[src/rtl/ahb_gpio_pkg.sv]
// Shared definitions for the AHB-Lite GPIO peripheral: register offsets,
// register index values (HADDR[4:2]), AHB transfer encodings and STATUS bits.
package ahb_gpio_pkg;

    // Byte offsets of the register map
    localparam logic [7:0] OFF_DATA     = 8'h00;
    localparam logic [7:0] OFF_DIR      = 8'h04;
    localparam logic [7:0] OFF_STATUS   = 8'h08;
    localparam logic [7:0] OFF_IRQ_MASK = 8'h0C;
    localparam logic [7:0] OFF_IRQ_STAT = 8'h10;
    localparam logic [7:0] OFF_IRQ_RISE = 8'h14;

    // Word index as decoded from HADDR[4:2]
    localparam logic [2:0] IDX_DATA     = OFF_DATA[4:2];
    localparam logic [2:0] IDX_DIR      = OFF_DIR[4:2];
    localparam logic [2:0] IDX_STATUS   = OFF_STATUS[4:2];
    localparam logic [2:0] IDX_IRQ_MASK = OFF_IRQ_MASK[4:2];
    localparam logic [2:0] IDX_IRQ_STAT = OFF_IRQ_STAT[4:2];
    localparam logic [2:0] IDX_IRQ_RISE = OFF_IRQ_RISE[4:2];

    // AHB-Lite HTRANS encodings
    typedef enum logic [1:0] {
        HTRANS_IDLE   = 2'b00,
        HTRANS_BUSY   = 2'b01,
        HTRANS_NONSEQ = 2'b10,
        HTRANS_SEQ    = 2'b11
    } htrans_e;

    // STATUS register: sticky input parity error flag
    localparam int STATUS_PERR_BIT = 0;

endpackage

[src/rtl/gpio_sync.sv]
// Multi-flop synchroniser for asynchronous GPIO pins.
// Synchronous active-high reset clears every stage.
module gpio_sync
    import ahb_gpio_pkg::*;
#(
    parameter int W      = 17,
    parameter int STAGES = 2
) (
    input  logic         clk,
    input  logic         rst,
    input  logic [W-1:0] din,
    output logic [W-1:0] dout
);

    logic [W-1:0] sync_q [STAGES];
    logic [W-1:0] sync_d [STAGES];

    // Shift chain: stage 0 samples the pins, each later stage copies its predecessor
    always_comb begin
        sync_d[0] = din;
        for (int i = 1; i < STAGES; i++) begin
            sync_d[i] = sync_q[i-1];
        end
    end

    // Stage registers
    always_ff @(posedge clk) begin
        for (int i = 0; i < STAGES; i++) begin
            if (rst) begin
                sync_q[i] <= '0;
            end else begin
                sync_q[i] <= sync_d[i];
            end
        end
    end

    assign dout = sync_q[STAGES-1];

endmodule

[src/rtl/ahb_gpio_param.sv]
// AHB-Lite zero-wait-state GPIO peripheral with parity-protected pins,
// per-bit direction, and a sticky input parity error flag.
// Optional feature macro: GPIO_IRQ_EN adds edge interrupts (IRQ_MASK,
// IRQ_STAT, IRQ_RISE registers and the GPIOIRQ output).
module ahb_gpio_param
    import ahb_gpio_pkg::*;
#(
    parameter int DATA_W      = 16,
    parameter int SYNC_STAGES = 2
) (
    input  logic              HCLK,
    input  logic              HRESET,
    input  logic              HSEL,
    input  logic [31:0]       HADDR,
    input  logic [1:0]        HTRANS,
    input  logic              HWRITE,
    input  logic [31:0]       HWDATA,
    input  logic              HREADY,
    output logic              HREADYOUT,
    output logic [31:0]       HRDATA,
    input  logic [DATA_W:0]   GPIOIN,
    input  logic              PARITYSEL,
    output logic [DATA_W:0]   GPIOOUT,
    output logic [DATA_W-1:0] GPIOOE,
`ifdef GPIO_IRQ_EN
    output logic              PARITYERR,
    output logic              GPIOIRQ
`else
    output logic              PARITYERR
`endif
);

    // Bus control captured in the address phase
    logic              dphase_q, dphase_d;
    logic              write_q,  write_d;
    logic [2:0]        addr_q,   addr_d;
    // Programmer-visible registers
    logic [DATA_W-1:0] out_q,    out_d;
    logic [DATA_W-1:0] dir_q,    dir_d;
    logic              status_q, status_d;

    logic              accept;
    logic              wr_en;
    logic [DATA_W:0]   in_s;
    logic              err_now;
    logic [DATA_W-1:0] drive;
    logic              unused_ok;

    assign accept    = HSEL & HREADY & HTRANS[1];
    assign wr_en     = dphase_q & write_q;
    assign err_now   = (^in_s) != PARITYSEL;
    assign unused_ok = ^{HADDR[31:5], HADDR[1:0], HTRANS[0], HWDATA[31:DATA_W]};

    gpio_sync #(
        .W      (DATA_W + 1),
        .STAGES (SYNC_STAGES)
    ) u_sync (
        .clk  (HCLK),
        .rst  (HRESET),
        .din  (GPIOIN),
        .dout (in_s)
    );

`ifdef GPIO_IRQ_EN
    logic [DATA_W-1:0] mask_q, mask_d;
    logic [DATA_W-1:0] rise_q, rise_d;
    logic [DATA_W-1:0] stat_q, stat_d;
    logic [DATA_W-1:0] in_p_q;
    logic              irq_q;
    logic [DATA_W-1:0] edge_hit;

    // Edge detect: rising-only where IRQ_RISE is set, otherwise any change
    assign edge_hit = (rise_q & in_s[DATA_W-1:0] & ~in_p_q)
                    | (~rise_q & (in_s[DATA_W-1:0] ^ in_p_q));

    // Interrupt register updates; a new masked edge wins over a same-cycle W1C
    always_comb begin
        mask_d = mask_q;
        rise_d = rise_q;
        stat_d = stat_q;
        if (wr_en && addr_q == IDX_IRQ_MASK) mask_d = HWDATA[DATA_W-1:0];
        if (wr_en && addr_q == IDX_IRQ_RISE) rise_d = HWDATA[DATA_W-1:0];
        if (wr_en && addr_q == IDX_IRQ_STAT) stat_d = stat_q & ~HWDATA[DATA_W-1:0];
        stat_d = stat_d | (edge_hit & mask_q);
    end

    // Interrupt state; GPIOIRQ is registered so it follows IRQ_STAT by one cycle
    always_ff @(posedge HCLK) begin
        if (HRESET) begin
            mask_q <= '0;
            rise_q <= '0;
            stat_q <= '0;
            in_p_q <= '0;
            irq_q  <= 1'b0;
        end else begin
            mask_q <= mask_d;
            rise_q <= rise_d;
            stat_q <= stat_d;
            in_p_q <= in_s[DATA_W-1:0];
            irq_q  <= |stat_q;
        end
    end

    assign GPIOIRQ = irq_q;
`endif

    // Address-phase capture; only NONSEQ/SEQ with HSEL and HREADY start a data phase
    always_comb begin
        dphase_d = accept;
        write_d  = accept ? HWRITE : write_q;
        addr_d   = accept ? HADDR[4:2] : addr_q;
    end

    // Core register writes; a parity error wins over a same-cycle STATUS clear
    always_comb begin
        out_d    = out_q;
        dir_d    = dir_q;
        status_d = status_q;
        if (wr_en && addr_q == IDX_DATA) out_d = HWDATA[DATA_W-1:0];
        if (wr_en && addr_q == IDX_DIR)  dir_d = HWDATA[DATA_W-1:0];
        if (wr_en && addr_q == IDX_STATUS && HWDATA[STATUS_PERR_BIT]) status_d = 1'b0;
        if (err_now) status_d = 1'b1;
    end

    // Bus control and core registers; reset also discards a pending data phase
    always_ff @(posedge HCLK) begin
        if (HRESET) begin
            dphase_q <= 1'b0;
            write_q  <= 1'b0;
            addr_q   <= '0;
            out_q    <= '0;
            dir_q    <= '0;
            status_q <= 1'b0;
        end else begin
            dphase_q <= dphase_d;
            write_q  <= write_d;
            addr_q   <= addr_d;
            out_q    <= out_d;
            dir_q    <= dir_d;
            status_q <= status_d;
        end
    end

    // Read mux, driven only during a read data phase; unmapped offsets read 0
    always_comb begin
        HRDATA = '0;
        if (dphase_q && !write_q) begin
            case (addr_q)
                IDX_DATA:     HRDATA[DATA_W-1:0] = in_s[DATA_W-1:0];
                IDX_DIR:      HRDATA[DATA_W-1:0] = dir_q;
                IDX_STATUS:   HRDATA[STATUS_PERR_BIT] = status_q;
`ifdef GPIO_IRQ_EN
                IDX_IRQ_MASK: HRDATA[DATA_W-1:0] = mask_q;
                IDX_IRQ_STAT: HRDATA[DATA_W-1:0] = stat_q;
                IDX_IRQ_RISE: HRDATA[DATA_W-1:0] = rise_q;
`endif
                default:      HRDATA = '0;
            endcase
        end
    end

    assign drive     = out_q & dir_q;
    assign GPIOOUT   = {(^drive) ^ PARITYSEL, drive};
    assign GPIOOE    = dir_q;
    assign PARITYERR = status_q;
    assign HREADYOUT = 1'b1;

endmodule
[config.mk]
export PLATFORM = sky130hd
export DESIGN_NAME = ahb_gpio_param
export DESIGN_NICKNAME = d
export VERILOG_FILES = /design/src/rtl/ahb_gpio_pkg.sv /design/src/rtl/gpio_sync.sv /design/src/rtl/ahb_gpio_param.sv
export SDC_FILE = /design/constraint.sdc
export NUM_CORES = 1
export LEC_CHECK = 0
export CORE_UTILIZATION = 36
export CTS_CLUSTER_DIAMETER = 40
export DETAILED_ROUTE_END_ITERATION = 12
export GPL_TIMING_DRIVEN = 0
export PLACE_DENSITY = 0.79
export SLEW_MARGIN = 20
export SYNTH_ARGS = -nofsm -noshare
export SYNTH_HDL_FRONTEND = slang
export SYNTH_SLANG_ARGS = --single-unit
[constraint.sdc]
create_clock -name HCLK -period 1.5 [get_ports HCLK]
set_input_delay 0.15 -clock HCLK [delete_from_list [all_inputs] [get_ports HCLK]]
set_output_delay 0.15 -clock HCLK [all_outputs]
set_load 0.1 [all_outputs]
Yosys cells after proc, flatten, opt, wreduce, memory -nomap -nowiden
Memory sizes are Yosys's and may differ from the RTL's.
Index checks and enable logic that the tools add are counted.
{"block": "totals", "ff_bits": 38, "ramBits": 34, "out_inout_bits": 67, "elab_cells": 37, "n_memories": 1}
{"memory": "u_sync.sync_q", "words": 2, "word_bits": 17, "rd": 2, "rd_ports_with_merged_regs": 0, "wr": 2, "line_no": "gpio_sync.sv:15", "source": "logic [W-1:0] sync_q [STAGES];"}
{"block": "op_classes", "eq_ne": 3, "mux": 10, "bitwise": 7, "n_reduce_logical": 10}
{"op": "$mux W17", "count": 2}
{"op": "$pmux W15 S2", "count": 1}
{"op": "$reduce_xor A17 Y1", "count": 1}
{"op": "$and A16 B16 Y16", "count": 1}
{"op": "$mux W16", "count": 1}
{"op": "$reduce_xor A16 Y1", "count": 1}
{"op": "$logic_and A1 B1 Y1", "count": 5}
{"op": "$mux W1", "count": 5}
{"op": "$and A1 B1 Y1", "count": 3}
{"op": "$eq A3 B1 Y1 const B", "count": 1}
{"op": "$eq A3 B2 Y1 const B", "count": 1}
{"op": "$logic_not A3 Y1", "count": 1}
{"op": "$pmux W1 S3", "count": 1}
{"op": "$or A1 B1 Y1", "count": 2}
{"op": "$reduce_bool A2 Y1", "count": 1}
{"op": "$logic_not A1 Y1", "count": 1}
{"op": "$ne A1 B1 Y1", "count": 1}
{"op": "$xor A1 B1 Y1", "count": 1}

Longest topological paths before layout
{"block": "logic_depth", "depth_word": 5, "mapped_depth": 7, "depth_no_buf": 5}

By module
A second synthesis with hierarchy kept.
{"block": "hier_totals", "hier_cells": 341, "hier_area_um2": 3078.0}
{"module": "ahb_gpio_param", "instances": 1, "cells_per_inst": 270, "area_each_um2": 2140.8}
{"module": "gpio_sync", "instances": 1, "cells_per_inst": 71, "area_each_um2": 937.1}

Worst setup path before layout
Ideal clock, no wire load.
{"block": "synth_timing", "path_kind": "flip-flop to output port", "from": "register dir_q[5] (netlist: GPIOOE[5])", "to": "output port GPIOOUT[16]", "arrival_ns": 3.340, "required_ns": 1.350, "setup_slack_ns": -1.990, "path_stages_with_launch": 6, "cell_sequence": "dfxtp_1 -> and2_1 -> xnor2_1 -> xnor2_1 -> xnor3_1 -> xnor3_1"}
{"block": "synth_between", "elab_chain_cells": 3}
{"element": "from (decl)", "line_no": "ahb_gpio_param.sv:39", "source": "logic [DATA_W-1:0] dir_q, dir_d;"}
{"element": "from (signal assigned)", "line_no": "ahb_gpio_param.sv:139", "source": "dir_q <= dir_d;"}
{"element": "$and A16 B16 Y16", "line_no": "ahb_gpio_param.sv:162", "source": "assign drive = out_q & dir_q;"}
{"element": "named net GPIOOUT[5]", "line_no": "ahb_gpio_param.sv:23", "source": "output logic [DATA_W:0] GPIOOUT,"}
{"element": "$reduce_xor A16 Y1", "line_no": "ahb_gpio_param.sv:163", "source": "assign GPIOOUT = {(^drive) ^ PARITYSEL, drive};"}
{"element": "$xor A1 B1 Y1", "line_no": "ahb_gpio_param.sv:163"}
{"element": "to (decl)", "line_no": "ahb_gpio_param.sv:23"}
The timed path passes the listed nets, and every way through them passes these cells.

Final worst setup path
{"block": "layout_timing", "from": "register dir_q[7] (netlist: GPIOOE[7])", "to": "output port GPIOOUT[16]"}
{"block": "layout_between", "elab_chain_cells": 3}
{"element": "$and A16 B16 Y16", "line_no": "ahb_gpio_param.sv:162"}
{"element": "$reduce_xor A16 Y1", "line_no": "ahb_gpio_param.sv:163"}
{"element": "$xor A1 B1 Y1", "line_no": "ahb_gpio_param.sv:163"}
Every way passes these cells.

==> results.sh <==
export IMPL_wl_met3_um=473
export IMPL_p_leak_nw=2.03
export IMPL_core_rowCount=33
export IMPL_cts_tree="done"
export IMPL_worst_pin_slew_ns=0.701
export IMPL_start_kind="flop"
export IMPL_endpoint_kind="output port"
export IMPL_timing_worst_setup_path_type="flop to output port"
export IMPL_finalWeightedCongestion=0.825
export IMPL_ios=156
export IMPL_route_met2_wl_mm=4.39
export IMPL_regToRegSetupSlack_ns=-0.13
export IMPL_async_flop_share_pct=0
export IMPL_yosysSeqAreaShare_pct=47.3
export IMPL_nets=573
export IMPL_area_growth_pct=71.6
export IMPL_grt_max_degree=17
export IMPL_dp_hpwl_mm=5.70
export IMPL_insertion_delay_ns=0.34
export IMPL_synth_top_area_cell="dfxtp_1"
export IMPL_cts_sinks=72
export IMPL_clkSlewWorstSetupHoldPaths_ns=0.08
export IMPL_postLayoutCellArea_sq_mm=0.00523
export IMPL_synth_cell_types=29
export IMPL_vias=2746
export IMPL_synth_area_sq_mm=0.00305
export IMPL_status="finished, violations left"
export IMPL_final_util_pct=63.7
export IMPL_timing_slew_headroom_pct=53.2
export IMPL_violations="setup timing"
export IMPL_antenna_found_initial=0
export IMPL_crit_path_max_fanout=2
export IMPL_whs_ns=0.148
export IMPL_dp_cells=553
export IMPL_cp_arrival_ns=2.06
export IMPL_die_h_um=94.0
export IMPL_synth_common_cells="dfxtp_1 (72), nand2_1 (66), nor2b_1 (34), a21oi_1 (33), xnor2_1 (25)"
export IMPL_rsz0062_at_grt="yes"
export IMPL_grt_pass1_vias=2622
export IMPL_finalSetupTns_ns=-6.18
export IMPL_core_sq_mm=0.00822
export IMPL_firstDrtPassIters=4
export IMPL_period_needed_ns=2.21
export IMPL_clock_root_buffer="clkbuf_8"
export IMPL_diodes=0
export IMPL_hold_viol=0
export IMPL_vias_per_cell=4.62
export IMPL_syn_inst=342
export IMPL_cap_viol_max_count=0
export IMPL_drv_slew=0
export IMPL_io_buffers=91
export IMPL_cts_made_buffers=9
export IMPL_fin_skew_ns=0.00972
export IMPL_hp_class="input port to flop"
export IMPL_cts_buffer_depth=2
export IMPL_place_worst_setup_slack_ns=-1.27
export IMPL_synth_edf_count=0
export IMPL_finalPower_mw=4.22
export IMPL_drcViolationCount=0
export IMPL_holdBufCountCts=0
export IMPL_top_layer="met4"
export IMPL_finalCritPeriodShare_pct=148
export IMPL_ys_seq_elements=72
export IMPL_grt_usage_pct=19.1
export IMPL_dpl_cell_area_sq_mm=0.00441
export IMPL_drtIter0Drc=95
export IMPL_synth_most_common_cell="dfxtp_1"
export IMPL_required_ns=1.35
export IMPL_cts_htree_levels=3
export IMPL_max_vdd_ir_drop_uv=467
export IMPL_ant_nets=0
export IMPL_powerDensity_mw_per_mm2=807
export IMPL_drive_above_1_share_pct=46.2
export IMPL_grt_overflow=0
export IMPL_synth_area_per_cell_sq_um=8.92
export IMPL_die_w_um=94.0
export IMPL_die_area_sq_mm=0.00884
export IMPL_max_freq_ghz=0.452
export IMPL_ys_flop_type="dfxtp_1"
export IMPL_initial_core_util_pct=37.1
export IMPL_yosys_top_cells_area="dfxtp_1 (47%), nand2_1 (8.1%), xnor2_1 (7.2%)"
export IMPL_routed_wirelength_mm=8.51
export IMPL_grt_pass1_wl_mm=12.6
export IMPL_yosysWarningCount=0
export IMPL_fin_ws_ns=-0.713
export IMPL_synth_top_area_share_pct=47.3
export IMPL_setup_violations=34
export IMPL_fin_cells=594
export IMPL_wl_met1_mm=3.46
export IMPL_routedWlPerCell_um=14.3
==> flip-flops by register name, indices dropped and copies added (netlist names) <==
register       cells
GPIOOE            16
PARITYERR          1
addr_q             3
dphase_q           1
out_q             16
u_sync.sync_q     34
write_q            1
==> per-layer routing <==
metal	GRT usage, %	vias to the layer above
met5	0	-
met1	22.1	1269
li1	-	1360
met2	33.5	98
met3	3.40	19
met4	10.0	0
==> critical path, cell delays in order (launching register included) <==
cell     delay (ns)
dfxtp_4        0.35
and2_4         0.14
xnor2_2        0.13
xnor2_1        0.16
xnor3_1        0.42
xnor3_4        0.34
buf_12         0.19
==> final cells by class <==
class / count / area (sq um)
inverters: 1 / 3.75
well taps: 105 / 131
clock inverters: 5 / 28.8
flip-flops and latches: 72 / 1520
fillers: 626 / 2980
clock buffers: 11 / 153
repair buffers: 120 / 1280
plain buffers: 32 / 273
multi-input cells: 248 / 1840
==> cell families (layout without fill, tap and decap cells) <==
kind of cell / count (synthesis) / after routing / synth area share [%]
xor gates and xnor gates: 30 / 30 / 10.2
muxes: 5 / 5 / 1.64
DFF: 72 / 72 / 47.3
AOI/OAI and AO/OA: 50 / 50 / 9.60
other: 2 / 17 / 0.246
buffers and inverters: 37 / 169 / 7.47
and+or+nand+nor: 146 / 146 / 23.6
==> report_power, final <==
group	total [mW]	internal (mW)	switching, mW
Combinational	0.842	0.341	0.501
Sequential	1.99	1.95	0.0396
Clock	1.39	0.693	0.700
Total	4.22	2.98	1.24
==> cells in the final DEF (no fill, tap or decap), types with 6 or more instances in the layout <==
cell type / count
nor2_1: 6
dfxtp_2: 10
a21oi_1: 23
clkbuf_1: 9
a22oi_2: 15
nor2b_1: 34
dfxtp_4: 17
dfxtp_1: 45
xnor2_2: 7
buf_2: 20
clkbuf_8: 10
buf_4: 31
buf_12: 18
buf_6: 14
clkdlybuf4s50_1: 40
a21oi_2: 10
xnor2_1: 19
nand2_1: 58
and2_4: 15
nor2_4: 15
clkdlybuf4s15_2: 11
conb_1: 17
==> what timing repair did <==
action	4_1_cts	5_1_grt
cloned	2	2
endpoints found under the setup margin	70	52
buffers inserted	22	5
endpoints found under the hold margin	0	0
gates resized for setup	350	45
pin swaps	23	22
==> worst paths after layout <==
check / from / endpoint / cells after the start
hold / removal: HRESET / u_sync.sync_q[0][16] / 2
setup / recovery: GPIOOE[7] / GPIOOUT[16] / 6
hold reg to reg: u_sync.sync_q[0][1] / u_sync.sync_q[1][1] / 1
setup reg to reg: addr_q[0] / out_q[15] / 9
(Power assumes the default switching activity.)
